[config.mk]
export PLATFORM = sky130hd
export DESIGN_NAME = mem_port_arbiter
export DESIGN_NICKNAME = d
export VERILOG_FILES = /design/src/rtl/mem_port_arbiter.sv
export SDC_FILE = /design/constraint.sdc
export NUM_CORES = 1
export LEC_CHECK = 0
export CAP_MARGIN = 20
export CORE_MARGIN = 2
export CORE_UTILIZATION = 31
export CTS_CLUSTER_SIZE = 30
export DETAILED_ROUTE_END_ITERATION = 7
export GPL_ROUTABILITY_DRIVEN = 0
export PLACE_DENSITY = 0.66
export SLEW_MARGIN = 0
export SYNTH_ARGS = -nofsm -noshare
export SYNTH_HDL_FRONTEND = slang
export SYNTH_SLANG_ARGS = --single-unit
[constraint.sdc]
create_clock -name clk -period 1.5 [get_ports clk]
set_input_delay 0.3 -clock clk [delete_from_list [all_inputs] [get_ports clk]]
set_output_delay 0.3 -clock clk [all_outputs]
set_load 0.005 [all_outputs]
[src/rtl/mem_port_arbiter.sv]
// Shares one memory port between fetch and data (data first; FETCH_STARVE_GUARD_EN adds a fetch anti-starvation guard).
// Latency: grant -> mem_req next cycle, done one cycle after sampled mem_ack; requests hold until done, mem_req holds until mem_ack.
module mem_port_arbiter #(
  parameter int ADDR_W       = 30,
  parameter int DATA_W       = 32,
  parameter int STARVE_LIMIT = 4
) (
  input  logic                clk,
  input  logic                rst_n,
  input  logic                clk_enable,
  input  logic                fetch_req,
  input  logic [ADDR_W-1:0]   fetch_addr,
  output logic                fetch_done,
  output logic [DATA_W-1:0]   fetch_rdata,
  input  logic                data_req,
  input  logic                data_we,
  input  logic [ADDR_W-1:0]   data_addr,
  input  logic [DATA_W-1:0]   data_wdata,
  input  logic [DATA_W/8-1:0] data_be,
  output logic                data_done,
  output logic [DATA_W-1:0]   data_rdata,
  output logic                data_busy,
  output logic                mem_req,
  output logic                mem_we,
  output logic [ADDR_W-1:0]   mem_addr,
  output logic [DATA_W-1:0]   mem_wdata,
  output logic [DATA_W/8-1:0] mem_be,
  input  logic                mem_ack,
  input  logic [DATA_W-1:0]   mem_rdata
);

  typedef enum logic [1:0] {IDLE, FETCH, DATA, RESP} state_t;

  typedef struct packed {
    logic                we;
    logic [ADDR_W-1:0]   addr;
    logic [DATA_W-1:0]   wdata;
    logic [DATA_W/8-1:0] be;
  } mem_cmd_t;

  state_t   state;
  mem_cmd_t cmd_q;
  mem_cmd_t data_cmd;
  mem_cmd_t fetch_cmd;
  logic     fetch_forced;
  logic     grant_data;
  logic     grant_fetch;

  assign data_cmd  = '{we: data_we, addr: data_addr, wdata: data_wdata, be: data_be};
  assign fetch_cmd = '{we: 1'b0, addr: fetch_addr, wdata: '0, be: '0};

`ifdef FETCH_STARVE_GUARD_EN
  localparam int CNT_W = $clog2(STARVE_LIMIT + 1);

  logic [CNT_W-1:0] starve_cnt;

  assign fetch_forced = fetch_req & data_req & (starve_cnt >= CNT_W'(STARVE_LIMIT));

  // Saturates at the limit so a long data burst cannot wrap it back to zero.
  always_ff @(posedge clk or negedge rst_n) begin
    if (!rst_n) begin
      starve_cnt <= '0;
    end else if (clk_enable && state == IDLE) begin
      if (grant_fetch) begin
        starve_cnt <= '0;
      end else if (grant_data && fetch_req && starve_cnt < CNT_W'(STARVE_LIMIT)) begin
        starve_cnt <= starve_cnt + CNT_W'(1);
      end
    end
  end
`else
  assign fetch_forced = 1'b0;
`endif

  assign grant_data  = data_req & ~fetch_forced;
  assign grant_fetch = fetch_req & ~grant_data;

  assign mem_we    = cmd_q.we;
  assign mem_addr  = cmd_q.addr;
  assign mem_wdata = cmd_q.wdata;
  assign mem_be    = cmd_q.be;

  // Held high through the whole data transaction so the pipeline keeps its PC.
  assign data_busy = (data_req & (state != RESP)) | (state == DATA);

  always_ff @(posedge clk or negedge rst_n) begin
    if (!rst_n) begin
      state       <= IDLE;
      mem_req     <= 1'b0;
      cmd_q       <= '0;
      fetch_done  <= 1'b0;
      data_done   <= 1'b0;
      fetch_rdata <= '0;
      data_rdata  <= '0;
    end else if (clk_enable) begin
      case (state)
        IDLE: begin
          if (grant_data) begin
            state   <= DATA;
            mem_req <= 1'b1;
            cmd_q   <= data_cmd;
          end else if (grant_fetch) begin
            state   <= FETCH;
            mem_req <= 1'b1;
            cmd_q   <= fetch_cmd;
          end
        end
        FETCH: begin
          if (mem_ack) begin
            state       <= RESP;
            mem_req     <= 1'b0;
            fetch_rdata <= mem_rdata;
            fetch_done  <= 1'b1;
          end
        end
        DATA: begin
          if (mem_ack) begin
            state     <= RESP;
            mem_req   <= 1'b0;
            data_done <= 1'b1;
            if (!cmd_q.we) begin
              data_rdata <= mem_rdata;
            end
          end
        end
        RESP: begin
          state      <= IDLE;
          fetch_done <= 1'b0;
          data_done  <= 1'b0;
        end
        default: state <= IDLE;
      endcase
    end
  end

endmodule

# Word level (Yosys, flattened, before mapping)
# Index checks and enable logic that the tools add are counted.
# totals
ff_bits,136
input_bits,135
out_inout_bits,135
wordCells,49
# classes
n_eq_ne,8
muxes,13
bitwise,5
reduce_logical,13
# op_table
operator,n
67-bit 2-to-1 mux,2
3-bit AND reduction,5
4-bit AND reduction,2
2-bit nonzero test,4
2-bit 2-to-1 mux,3
"2-bit != test, second input constant",3
1-bit case mux with 2 select lines,3
2-bit case mux with 3 select lines,1
"2-bit equality test, second input constant",2
1-bit 2-to-1 mux,4
"3-bit != test, second input constant",1
1-bit AND,2
"2-bit by 1-bit equality test with 1-bit output, second input constant",1
2-bit zero test,1
"2-bit by 1-bit != test with 1-bit output, second input constant",1
1-bit inverter,2
2-bit OR reduction,1
1-bit bitwise OR,1

# Longest topological paths before layout
# depth
word_depth,5
ltp_mapped,7
ltp_nobuf,5

# Worst setup path after synthesis
# Ideal clock, no wire load.
# synth_path
path_kind,reg-to-reg
start,register state[1]
end,register state[0]
setup_time_ns,0.125
t_arrival_ns,1.482
required_time_ns,1.375
path_slack_ns,-0.106
stages_incl_launch_ff,6
n_path_buf,0
period_less_slack_ns,1.606
path_cell_list,dfrtp_1 -> inv_1 -> ha_1 -> inv_1 -> o311ai_1 -> mux2_2
# synth_between
elab_chain_cells,4
elab_cells_between_ends,9
# synth_lines
item,line_no,source
start: declaration,41,state_t state;
start signal: assignment,88,state <= IDLE;
start signal: assignment,99,state <= DATA;
start signal: assignment,103,state <= FETCH;
2-bit equality test or 2-bit by 1-bit equality test with 1-bit output (tied branches),96,case (state)
2-bit OR reduction (no source line),-,
2-bit by 1-bit != test with 1-bit output (no source line),-,
3-bit AND reduction (no source line),-,
# Parallel ways exist; a longest one is shown, timed or not.
# A chain may end at the register's enable or synchronous reset.

# Final worst setup path
# layout_path
start,register state[1]
end,"register cmd_q, in the netlist mem_addr[23]"
# layout_between
elab_chain_cells,2
# layout_lines
item,line_no,source
2-bit zero test,96,
3-bit AND reduction (no source line),-,
end signal: assignment,101,cmd_q <= data_cmd;
end signal: assignment,105,cmd_q <= fetch_cmd;
end: declaration,42,mem_cmd_t cmd_q;
# No other way between the ends.

==> flow_summary.yaml <==
status:
  status: "finished with violations"
  violations: "negative setup slack"
power:
  ir_drop_uv: 913
  pwr_density_cell_mw_per_mm2: 1880
  p_leak_uw: 0.00521
detailed_routing:
  wl_per_cell_um: 19.1
  wl_mm: 19.8
  drt_iter0_markers: 162
  met1_length_mm: 8.03
  firstDrtPassIters: 4
  dr_total_vias: 4979
  wl_met2_mm: 10.1
  vias_per_cell: 4.80
  drcViolationCount: 0
  highest_layer: "met4"
  antenna_left: 0
  wl_met3_mm: 1.27
timing:
  fin_skew_ps: 9.39
  fmax_ghz: 0.620
  hold_viol_final: 0
  rsz0062_at_grt: "true"
  relSlewSlack_pct: 67.4
  setup_ws_ps: -112
  maxSlewViolCount: 0
  holdWs_ps: 315
  worstMarginPinSlew_ps: 486
  setup_viol: 104
  period_needed_ps: 1610
  fin_crit_sh_pct: 107
layout:
  stdcell_area_mm2: 0.0107
  layout.nets: 937
  diodes: 0
  finish.utilization_pct: 60.0
  area_delta_synth_final_pct: 91.2
  layout-drive-gt1-share_pct: 35.1
worst_setup_path:
  end_kind: "flop"
  r2r-start: "state[1]$_DFFE_PN0P_"
  arrival_ps: 1910
  critPathMaxFanout: 8
  required_ps: 1800
  r2r_end: "mem_addr[23]$_DFFE_PN0P_"
  r2r_cells: 9
  crit_type: "reg2reg"
  crit_end: "mem_addr[23]$_DFFE_PN0P_"
  critPathLaunchType: "flop"
  reg2reg_slack_ps: -110
  crit_start: "state[1]$_DFFE_PN0P_"
logic_synthesis:
  yosysUniqueCellTypes: 24
  ys_warn_count: 0
  ys_ff_latch: 136
  ys_seq_area_share_pct: 61.0
  syn_area_mm2: 0.00558
  synth_area_per_cell_um2: 12.0
  synthCells: 466
  syn-num-nets: 607
clock_network:
  numCtsBuffers: 17
  cts.path.max_buffers: 2
  cts_root_buf: "clkbuf_16"
  clkLatencyLatePin_ps: 420
  cts_tree: "built"
  htree_num_levels: 4
  clkSlewWorstSetupHoldPaths_ps: 60
  cts_sinks: 136
floorplan:
  core-area_mm2: 0.0178
  die_w_um: 138
  io_pins: 270
  die-area_mm2: 0.0191
  fp.dieH_um: 138
  initial_core_util_pct: 31.4
  rows: 49
job:
  maxCapViolations: 0
global_routing:
  grt_overflow_total: 0
  antenna_found_initial: 0
  grt_max_degree: 45
  grt_pass1_vias: 5114
  gr-usage-all-layers_pct: 19.7
  grt_pass1_wl_mm: 29.2
placement:
  dpl.hpwl_mm: 11.5
  io_buffers: 269
  post-place-ws_ps: -261
  place_area_mm2: 0.00867
hold_path:
  min_path_type: "in2reg"
[power breakdown]
group	leakage, uW	total (uW)	switching [uW]	internal, uW
Combinational	0.00322	8930	3540	5380
Sequential	0.00169	6720	1230	5480
Clock	0.000305	4410	1710	2710
[through the flow]
step | TNS [ps] | cells | total power [uW]
after global routing | -12460 | 1038 | 21200
after detailed placement | -24490 | 957 | 13800
after global placement | -19770 | 957 | 13600
final | -6740 | 1038 | 20100
after CTS | -6400 | 1024 | 18700
after floorplan | -950 | 466 | 8820
[worst min path at each step]
stage | start | slack, ps | cells past startpoint | end
final | data_req | 310 | 3 | mem_req$_DFFE_PN0P_
after global routing | data_req | 320 | 3 | mem_req$_DFFE_PN0P_
after CTS | data_req | 310 | 3 | mem_req$_DFFE_PN0P_
after detailed placement | rst_n | 230 | 1 | fetch_rdata[3]$_DFFE_PN0P_
after global placement | rst_n | 220 | 1 | data_rdata[26]$_DFFE_PN0P_
after floorplan | rst_n | 4 | 0 | data_done$_DFFE_PN0P_
[cell usage in the layout, fill, tap and decap left out, types with 2 or more instances in the layout]
| cell | Yosys | layout |
|---|---|---|
| dfrtp_1 | 136 | 135 |
| dlygate4sd2_1 | 0 | 133 |
| clkdlybuf4s50_1 | 0 | 132 |
| nand2_1 | 108 | 60 |
| o21ai_2 | 0 | 51 |
| mux2_4 | 0 | 36 |
| mux2i_1 | 31 | 31 |
| mux2_2 | 66 | 30 |
| nand2_4 | 0 | 27 |
| clkbuf_16 | 0 | 24 |
| nand2_2 | 0 | 21 |
| buf_4 | 8 | 21 |
| buf_12 | 0 | 17 |
| o21ai_1 | 5 | 16 |
| buf_6 | 0 | 16 |
| buf_16 | 0 | 8 |
| inv_6 | 0 | 7 |
| inv_1 | 7 | 5 |
| ha_4 | 0 | 3 |
| ha_1 | 6 | 3 |
| bufinv_16 | 0 | 3 |
| o21ai_0 | 64 | 2 |
| o211ai_4 | 1 | 2 |
| clkinv_4 | 0 | 2 |
| buf_8 | 0 | 2 |
[flip-flops by register name, indices dropped and copies added (netlist names)]
name         cells
mem_we           1
mem_addr        30
fetch_rdata     32
state            2
mem_wdata       32
data_done        1
mem_be           4
fetch_done       1
data_rdata      32
mem_req          1
[layer usage]
layer  vias up  GRT usage, %
li1       2266             -
met1      2457          24.3
met2       226          33.2
met3        30          6.51
met4         0          5.75
met5         -             0
[cells in the mapped netlist (all sizes together)]
cell type | n | area share (%)
a22o | 1 | 0.16
ha | 6 | 1.3
nand4b | 1 | 0.27
a31oi | 1 | 0.11
dfrtp | 136 | 61
mux2 | 66 | 13
a21oi | 1 | 0.090
clkbuf | 10 | 0.67
o311ai | 2 | 0.31
o22ai | 1 | 0.11
inv | 7 | 0.47
nand3 | 1 | 0.090
o2bb2ai | 1 | 0.16
nor2b | 1 | 0.11
nand2b | 2 | 0.22
nor2 | 1 | 0.067
buf | 19 | 2.1
nand2 | 108 | 7.3
o21ai | 69 | 6.2
o211ai | 1 | 0.38
mux2i | 31 | 5.6
[kinds of logic after synthesis]
family	after synthesis	synth area share, %
DFF	136	61.0
and+or+nand+nor	114	8.03
buffers and inverters	36	3.21
muxes	97	18.9
adders and majority gates	6	1.35
AOI/OAI and AO/OA	77	7.51
[worst max-delay path, cell delays in order (launching register included)]
cell	delay, ps
dfrtp_1	380
buf_6	140
inv_6	70
ha_4	130
buf_6	120
o211ai_4	170
buf_6	190
clkbuf_16	170
nand2_2	70
o21ai_1	60
[area by class of cell]
class	count	area, um^2
clock inverters	14	184
fillers	1425	7120
flip-flops and latches	136	3400
clock buffers	18	439
multi-input cells	295	2700
well taps	229	287
repair buffers	339	3620
inverters	7	31.3
[what timing repair did]
action,4_1_cts,5_1_grt
pin swaps,7,73
gates resized for setup,241,184
setup endpoints to repair,230,135
buffers inserted,19,13
endpoints found under the hold margin,30,0
gates cloned,15,9
hold buffers,1,0
Power figures use the tool's default switching activity.
